`src/rtl/serial_adder_pkg.sv`:
```
//------------------------------------------------------------------------------
// Module   : serial_adder_pkg
// Brief    : Shared state encoding and default width for the bit-serial adder.
// Revision : 1.0 - initial release
//------------------------------------------------------------------------------
`default_nettype none

package serial_adder_pkg;

    localparam int DEFAULT_WIDTH = 8;

    // Encoding 2'd3 is unreachable and is handled as IDLE by the top.
    typedef enum logic [1:0] {
        IDLE = 2'd0,
        RUN  = 2'd1,
        DONE = 2'd2
    } state_e;

endpackage

`default_nettype wire

```
`src/rtl/fa_bit.sv`:
```
//------------------------------------------------------------------------------
// Module   : fa_bit
// Brief    : Combinational 1-bit full adder built from two half adders.
// Revision : 1.0 - initial release
//------------------------------------------------------------------------------
`default_nettype none

module fa_bit (
    input  logic a_i,
    input  logic b_i,
    input  logic ci_i,
    output logic s_o,
    output logic co_o
);

    logic w_s0;
    logic w_c0;
    logic w_c1;

    half_adder u_ha0 (
        .a_i (a_i),
        .b_i (b_i),
        .s_o (w_s0),
        .c_o (w_c0)
    );

    half_adder u_ha1 (
        .a_i (w_s0),
        .b_i (ci_i),
        .s_o (s_o),
        .c_o (w_c1)
    );

    assign co_o = w_c0 | w_c1;

endmodule

`default_nettype wire

```
`src/rtl/half_adder.sv`:
```
//------------------------------------------------------------------------------
// Module   : half_adder
// Brief    : Combinational 1-bit half adder.
// Revision : 1.0 - initial release
//------------------------------------------------------------------------------
`default_nettype none

module half_adder (
    input  logic a_i,
    input  logic b_i,
    output logic s_o,
    output logic c_o
);

    assign s_o = a_i ^ b_i;
    assign c_o = a_i & b_i;

endmodule

`default_nettype wire

```
`src/rtl/serial_adder.sv`:
```
//------------------------------------------------------------------------------
// Module   : serial_adder
// Brief    : Bit-serial adder, LSB first, one full-adder cell reused WIDTH
//            cycles. Define SERIAL_ADDER_OVF_EN to add the signed-overflow port.
// Revision : 1.0 - initial release
//------------------------------------------------------------------------------
`default_nettype none

module serial_adder
    import serial_adder_pkg::*;
#(
    parameter int WIDTH = DEFAULT_WIDTH,
    parameter int CNT_W = $clog2(WIDTH + 1)
) (
    input  logic             clk,
    input  logic             rst_n,
    input  logic             start,
    input  logic [WIDTH-1:0] a,
    input  logic [WIDTH-1:0] b,
    input  logic             cin,
    output logic             busy,
    output logic             done,
    output logic [WIDTH-1:0] sum,
    output logic             cout
`ifdef SERIAL_ADDER_OVF_EN
    ,
    output logic             ovf
`endif
);

    localparam logic [CNT_W-1:0] C_LAST = CNT_W'(WIDTH - 1);

    state_e           state_q;
    logic [WIDTH-1:0] sha_q;
    logic [WIDTH-1:0] shb_q;
    logic [WIDTH-1:0] sum_q;
    logic [CNT_W-1:0] cnt_q;
    logic             carry_q;
    logic             cout_q;
    logic             busy_q;
    logic             done_q;
`ifdef SERIAL_ADDER_OVF_EN
    logic             ovf_q;
`endif

    logic             w_bit_s;
    logic             w_bit_co;
    logic             w_last;

    fa_bit u_fa (
        .a_i  (sha_q[0]),
        .b_i  (shb_q[0]),
        .ci_i (carry_q),
        .s_o  (w_bit_s),
        .co_o (w_bit_co)
    );

    assign w_last = (cnt_q == C_LAST);

    always_ff @(posedge clk or negedge rst_n) begin
        if (!rst_n) begin
            state_q <= IDLE;
            sha_q   <= '0;
            shb_q   <= '0;
            sum_q   <= '0;
            cnt_q   <= '0;
            carry_q <= 1'b0;
            cout_q  <= 1'b0;
            busy_q  <= 1'b0;
            done_q  <= 1'b0;
`ifdef SERIAL_ADDER_OVF_EN
            ovf_q   <= 1'b0;
`endif
        end else begin
            case (state_q)
                RUN: begin
                    sha_q   <= sha_q >> 1;
                    shb_q   <= shb_q >> 1;
                    sum_q   <= {w_bit_s, sum_q[WIDTH-1:1]};
                    carry_q <= w_bit_co;
                    cnt_q   <= cnt_q + CNT_W'(1);
                    if (w_last) begin
                        state_q <= DONE;
                        busy_q  <= 1'b0;
                        done_q  <= 1'b1;
                        cout_q  <= w_bit_co;
`ifdef SERIAL_ADDER_OVF_EN
                        // carry_q here is the carry into the MSB cell
                        ovf_q   <= carry_q ^ w_bit_co;
`endif
                    end
                end
                default: begin
                    // IDLE, DONE and the unreachable encoding all accept start
                    done_q <= 1'b0;
                    if (start) begin
                        state_q <= RUN;
                        busy_q  <= 1'b1;
                        sha_q   <= a;
                        shb_q   <= b;
                        carry_q <= cin;
                        cnt_q   <= '0;
                        sum_q   <= '0;
                        cout_q  <= 1'b0;
`ifdef SERIAL_ADDER_OVF_EN
                        ovf_q   <= 1'b0;
`endif
                    end else begin
                        state_q <= IDLE;
                    end
                end
            endcase
        end
    end

    assign busy = busy_q;
    assign done = done_q;
    assign sum  = sum_q;
    assign cout = cout_q;
`ifdef SERIAL_ADDER_OVF_EN
    assign ovf  = ovf_q;
`endif

endmodule

`default_nettype wire

```
`config.mk`:
```
export PLATFORM = sky130hd
export DESIGN_NAME = serial_adder
export DESIGN_NICKNAME = d
export VERILOG_FILES = /design/src/rtl/serial_adder_pkg.sv /design/src/rtl/fa_bit.sv /design/src/rtl/half_adder.sv /design/src/rtl/serial_adder.sv
export SDC_FILE = /design/constraint.sdc
export NUM_CORES = 1
export LEC_CHECK = 0
export CORE_MARGIN = 2
export CORE_UTILIZATION = 41
export CTS_CLUSTER_SIZE = 25
export DETAILED_ROUTE_END_ITERATION = 10
export PLACE_DENSITY = 0.66
export SYNTH_ARGS = -nofsm -noshare
export SYNTH_HDL_FRONTEND = slang
export SYNTH_HIERARCHICAL = 1
export SYNTH_SLANG_ARGS = --single-unit
```
`constraint.sdc`:
```
create_clock -name clk -period 3.8 [get_ports clk]
set_input_delay 0.38 -clock clk [delete_from_list [all_inputs] [get_ports clk]]
set_output_delay 0.38 -clock clk [all_outputs]
set_load 0.05 [all_outputs]
```
; Word-level counts from Yosys, hierarchy flattened
; Index checks and enable logic that the tools add are counted.
[op_classes]
n_addsub = 1
eq_ne = 3
muxes = 21
n_bitwise = 5
reduce_logical = 2
[op_table]
columns = op, count
row1 = 8-bit 2-to-1 mux, 6
row2 = 1-bit 2-to-1 mux, 11
row3 = 4-bit 2-to-1 mux, 2
row4 = 4-bit by 1-bit adder with 4-bit output (second input constant), 1
row5 = 4-bit by 3-bit == test with 1-bit output (second input constant), 1
row6 = 2-bit 2-to-1 mux, 2
row7 = 1-bit AND, 2
row8 = 2-bit by 1-bit == test with 1-bit output (second input constant), 1
row9 = 2-bit inequality test (second input constant), 1
row10 = 2-bit AND reduction, 1
row11 = 2-bit nonzero test, 1
row12 = 1-bit bitwise XOR, 2
row13 = 1-bit bitwise OR, 1
[totals]
ff_bits = 34
in_bits = 20
output_inout_bits = 11

; Depth between registers and ports, before layout
[depth]
word_depth = 5
ltp_mapped = 5
mapped_depth_nobuf = 5

; Modules after synthesis
; Netlist, hierarchy kept.
[by_module_without_submodules]
columns = mod, instances, cells_per_inst, area_each_um2, seq_area_each_um2
row1 = serial_adder, 1, 137, 1451.4, 825.8
row2 = half_adder, 2, 1, 12.5, 0.0
row3 = fa_bit, 1, 1, 6.3, 0.0

; Least setup slack after synthesis
; No wires, ideal clock.
[synth_timing]
path_kind = register to register
startpoint = register state_q[1]
endpoint = register cout_q (netlist: cout)
setup_ns = 0.127
arrival_ns = 1.417
t_required_ns = 3.673
slack_ns = 2.255
path_stages_with_launch = 5
n_path_buf = 1
synth_period_minus_slack_ns = 1.545
path_cell_list = dfrtp_1 -> nor2b_1 -> buf_2 -> and4b_4 -> mux2_1
[synth_between]
elab_chain_len = 3
elab_cells_between_ends = 5
classes_between = eq/ne (2) / mux (1) / reduce/logical (2)
[synth_rtl]
columns = element, line
row1 = from (decl), serial_adder.sv:33  ; state_e state_q;
row2 = from (signal assigned), serial_adder.sv:62  ; state_q <= IDLE;
row3 = from (signal assigned), serial_adder.sv:83  ; state_q <= DONE;
row4 = from (signal assigned), serial_adder.sv:97  ; state_q <= RUN;
row5 = 2-bit by 1-bit == test with 1-bit output (*), serial_adder.sv:75  ; case (state_q)
row6 = 2-bit inequality test (no line) or 2-bit nonzero test (tied branches), -
row7 = 2-bit AND reduction (no line), -
row8 = to (signal assigned), serial_adder.sv:86  ; cout_q <= w_bit_co;
row9 = to (decl), serial_adder.sv:39  ; logic cout_q;
; Mark *: on every way between the ends. The rest lies on a longest branch, timed or not.
; A chain may end at the register's enable or synchronous reset.

==> impl_metrics.yaml <==
status:
  outcome: "completed"
flow_run:
  drv_cap: 0
clocking:
  clockBufferDepth: 2
  cts_root_buf: "clkbuf_4"
  clk_pin_slew_ps: 90
  htreeDepth: 2
  post_cts_buffers: 0
  cts_tree: "yes"
  hold_buffers: 0
  cts_sinks: 33
  cts-buffers-inserted: 5
  ctsResizeCount: 0
  clock_latency_ps: 340
final_layout:
  multiInputGateArea_sq_um: 619
  drive_above_1_share_pct: 6.98
  fin_cells: 218
  antenna_cells: 0
  seq_area_sq_um: 826
  syn_to_final_growth_pct: 26.7
  fillers: 321
  nNetsFinal: 194
worst_setup_path:
  cp-startpoint: "state_q[1]"
  path_buf_inv: 1
  cp-end-kind: "output pin"
  required_ps: 3420
  critical_path_arrival_ps: 1570
  cp_max_fo: 3
  reg2reg_from: "state_q[1]"
  worstSetupPathType: "reg -> out"
  cpMaxStageDelayCell: "clkdlybuf4s50_1"
  worstSetupStartpointType: "flip-flop"
  worst_path_largest_cell_delay_ps: 820
  crit_path_cell_trace: "clkdlybuf4s50_1"
  cp_top_family: "buffers and inverters"
synthesis:
  synth.distinct_cells: 19
  syn_area_sq_mm: 0.00148
  synth_common_cells: "dfrtp_1, nand2_1, o21ai_0"
  synth_top_area_share_pct: 55.7
  synth_seq_cells: 33
  synth_area_leaders: "dfrtp_1, mux2i_1, o21ai_0"
  synth_nets: 163
  yosysWarnings: 6
  syn_inst: 140
  yosysMostFrequentCell: "dfrtp_1"
  yosysSeqAreaShare_pct: 55.7
  synth_edf_count: 0
  synthArstFlopShare_pct: 100
  synth_top_area_cell: "dfrtp_1"
  synth-main-ff-cell: "dfrtp_1"
  syn_avg_cell_area_sq_um: 10.6
floorplanning:
  initial_core_util_pct: 43.4
  rows: 21
  ios: 31
  die_x_microns: 64.1
  dieArea_sq_mm: 0.00411
  core-area_sq_mm: 0.00342
  die_height_microns: 64.1
sta:
  skew_ps: 5.81
  relSlewSlack_pct: 65.6
  setup_violations: 0
  min_period_ps: 1950
  fmax_mhz: 513
  finalCritPeriodShare_pct: 51.3
  rsz0062_at_grt: "no"
  hold_violations: 0
  finalMaxSlewViolations: 0
  worst_pin_slew_ps: 515
  setup-tns-final_ps: 0
placed_design:
  portBuffers: 30
  place.gp.congestion: 0.759
  dp_hpwl_microns: 1720
  placed_cells: 210
routing:
  vias: 1043
  via_per_inst: 4.78
  routed_wl_microns: 2560
  ant_nets: 0
  drc: 0
  wire_per_inst_microns: 11.7
  drt_iter0_markers: 31
  first_pass_iters: 4
global_route:
  grt.overflow.total: 0
  grt_pass1_vias: 1037
  antenna_found_initial: 0
  grt_pass1_wl_microns: 4470
  grt_max_degree: 55
  track_usage_pct: 14.5
power:
  ir_worst_vdd_mv: 0.269
  power_frac_comb_pct: 45.6
  p_sw_mw: 0.610
  power.leakage_nw: 0.864
  p_per_area_mw_per_mm2: 762
  p_clk_share_pct: 13.0
  p_sw_share_pct: 42.6
  p_seq_share_pct: 41.3
  p_int_mw: 0.822
hold_path:
  hp-class: "in -> async"
[kinds of logic (layout without fill, tap and decap cells)]
group / Yosys count / count (layout) / synth area share, %
AND/OR/NAND/NOR: 45 / 45 / 14.4
flip-flops: 33 / 33 / 55.7
AO/OA/AOI/OAI: 27 / 27 / 9.28
multiplexers: 21 / 21 / 14.4
buffers and inverters: 10 / 42 / 3.04
adder cells (fa/ha/maj): 3 / 3 / 2.53
XOR/XNOR: 1 / 1 / 0.591
[cell type report]
cell class | count | share of cell area [%]
inverter | 1 | 0.200
clock buffer | 8 | 2.60
sequential | 33 | 44.0
timing repair buffer | 33 | 17.2
multi-input combinational | 97 | 33.0
tap | 46 | 3.06
[sequential cells by signal, summed over array words and instances (netlist names)]
name,cells
busy,1
shb_q,8
sha_q,8
cout,1
carry_q,1
state_q,2
cnt_q,4
sum,8
[cell usage in the layout (no fill, tap or decap), types with 2 or more instances in the layout]
cell and n:
ha_1 3, clkdlybuf4s50_1 30, nor2_1 4, clkbuf_4 5
nand2b_1 10, dfrtp_1 33, mux2i_1 18, mux2_2 2
buf_4 3, o21ai_0 26, clkbuf_1 3, nand2_1 26
[through the flow]
stage / utilization (%) / hold slack [ps] / setup slack [ps] / power, mW / instance area [sq um]
2_1_floorplan: - / 84.4 / 2260 / 1.06 / 1480
3_3_place_gp: 53.6 / 467 / 2070 / 1.24 / 1830
3_5_place_dp: 53.6 / 477 / 2020 / 1.26 / 1830
4_1_cts: 55.0 / 434 / 1820 / 1.45 / 1880
5_1_grt: 55.0 / 451 / 1800 / 1.55 / 1880
6_report: 55.0 / 425 / 1850 / 1.43 / 1880
[power by group through the flow]
stage                     registers, mW  logic [mW]  clock network, mW
after floorplan                   0.754       0.309                  0
after global placement            0.595       0.644                  0
after detailed placement          0.601       0.661                  0
after CTS                         0.594       0.664              0.195
after global routing              0.612       0.728              0.213
final                             0.592       0.654              0.186
[metal layers]
layer	wire length [microns]	vias up	track usage, %
li1	-	534	-
met1	1140	482	15.9
met2	1220	20	24.1
met3	124	7	4.58
met4	74	0	9.57
met5	0	-	0
[final timing paths]
kind,to,slack (ps),depth (start not counted)
max reg2reg,cout,2100,4
min in group clk,shb_q[3],490,2
max in group asynchronous,shb_q[7],3070,2
min reg2reg,shb_q[3],490,2
min,sum[1],430,2
max,done,1850,1
(Power assumes the default switching activity.)
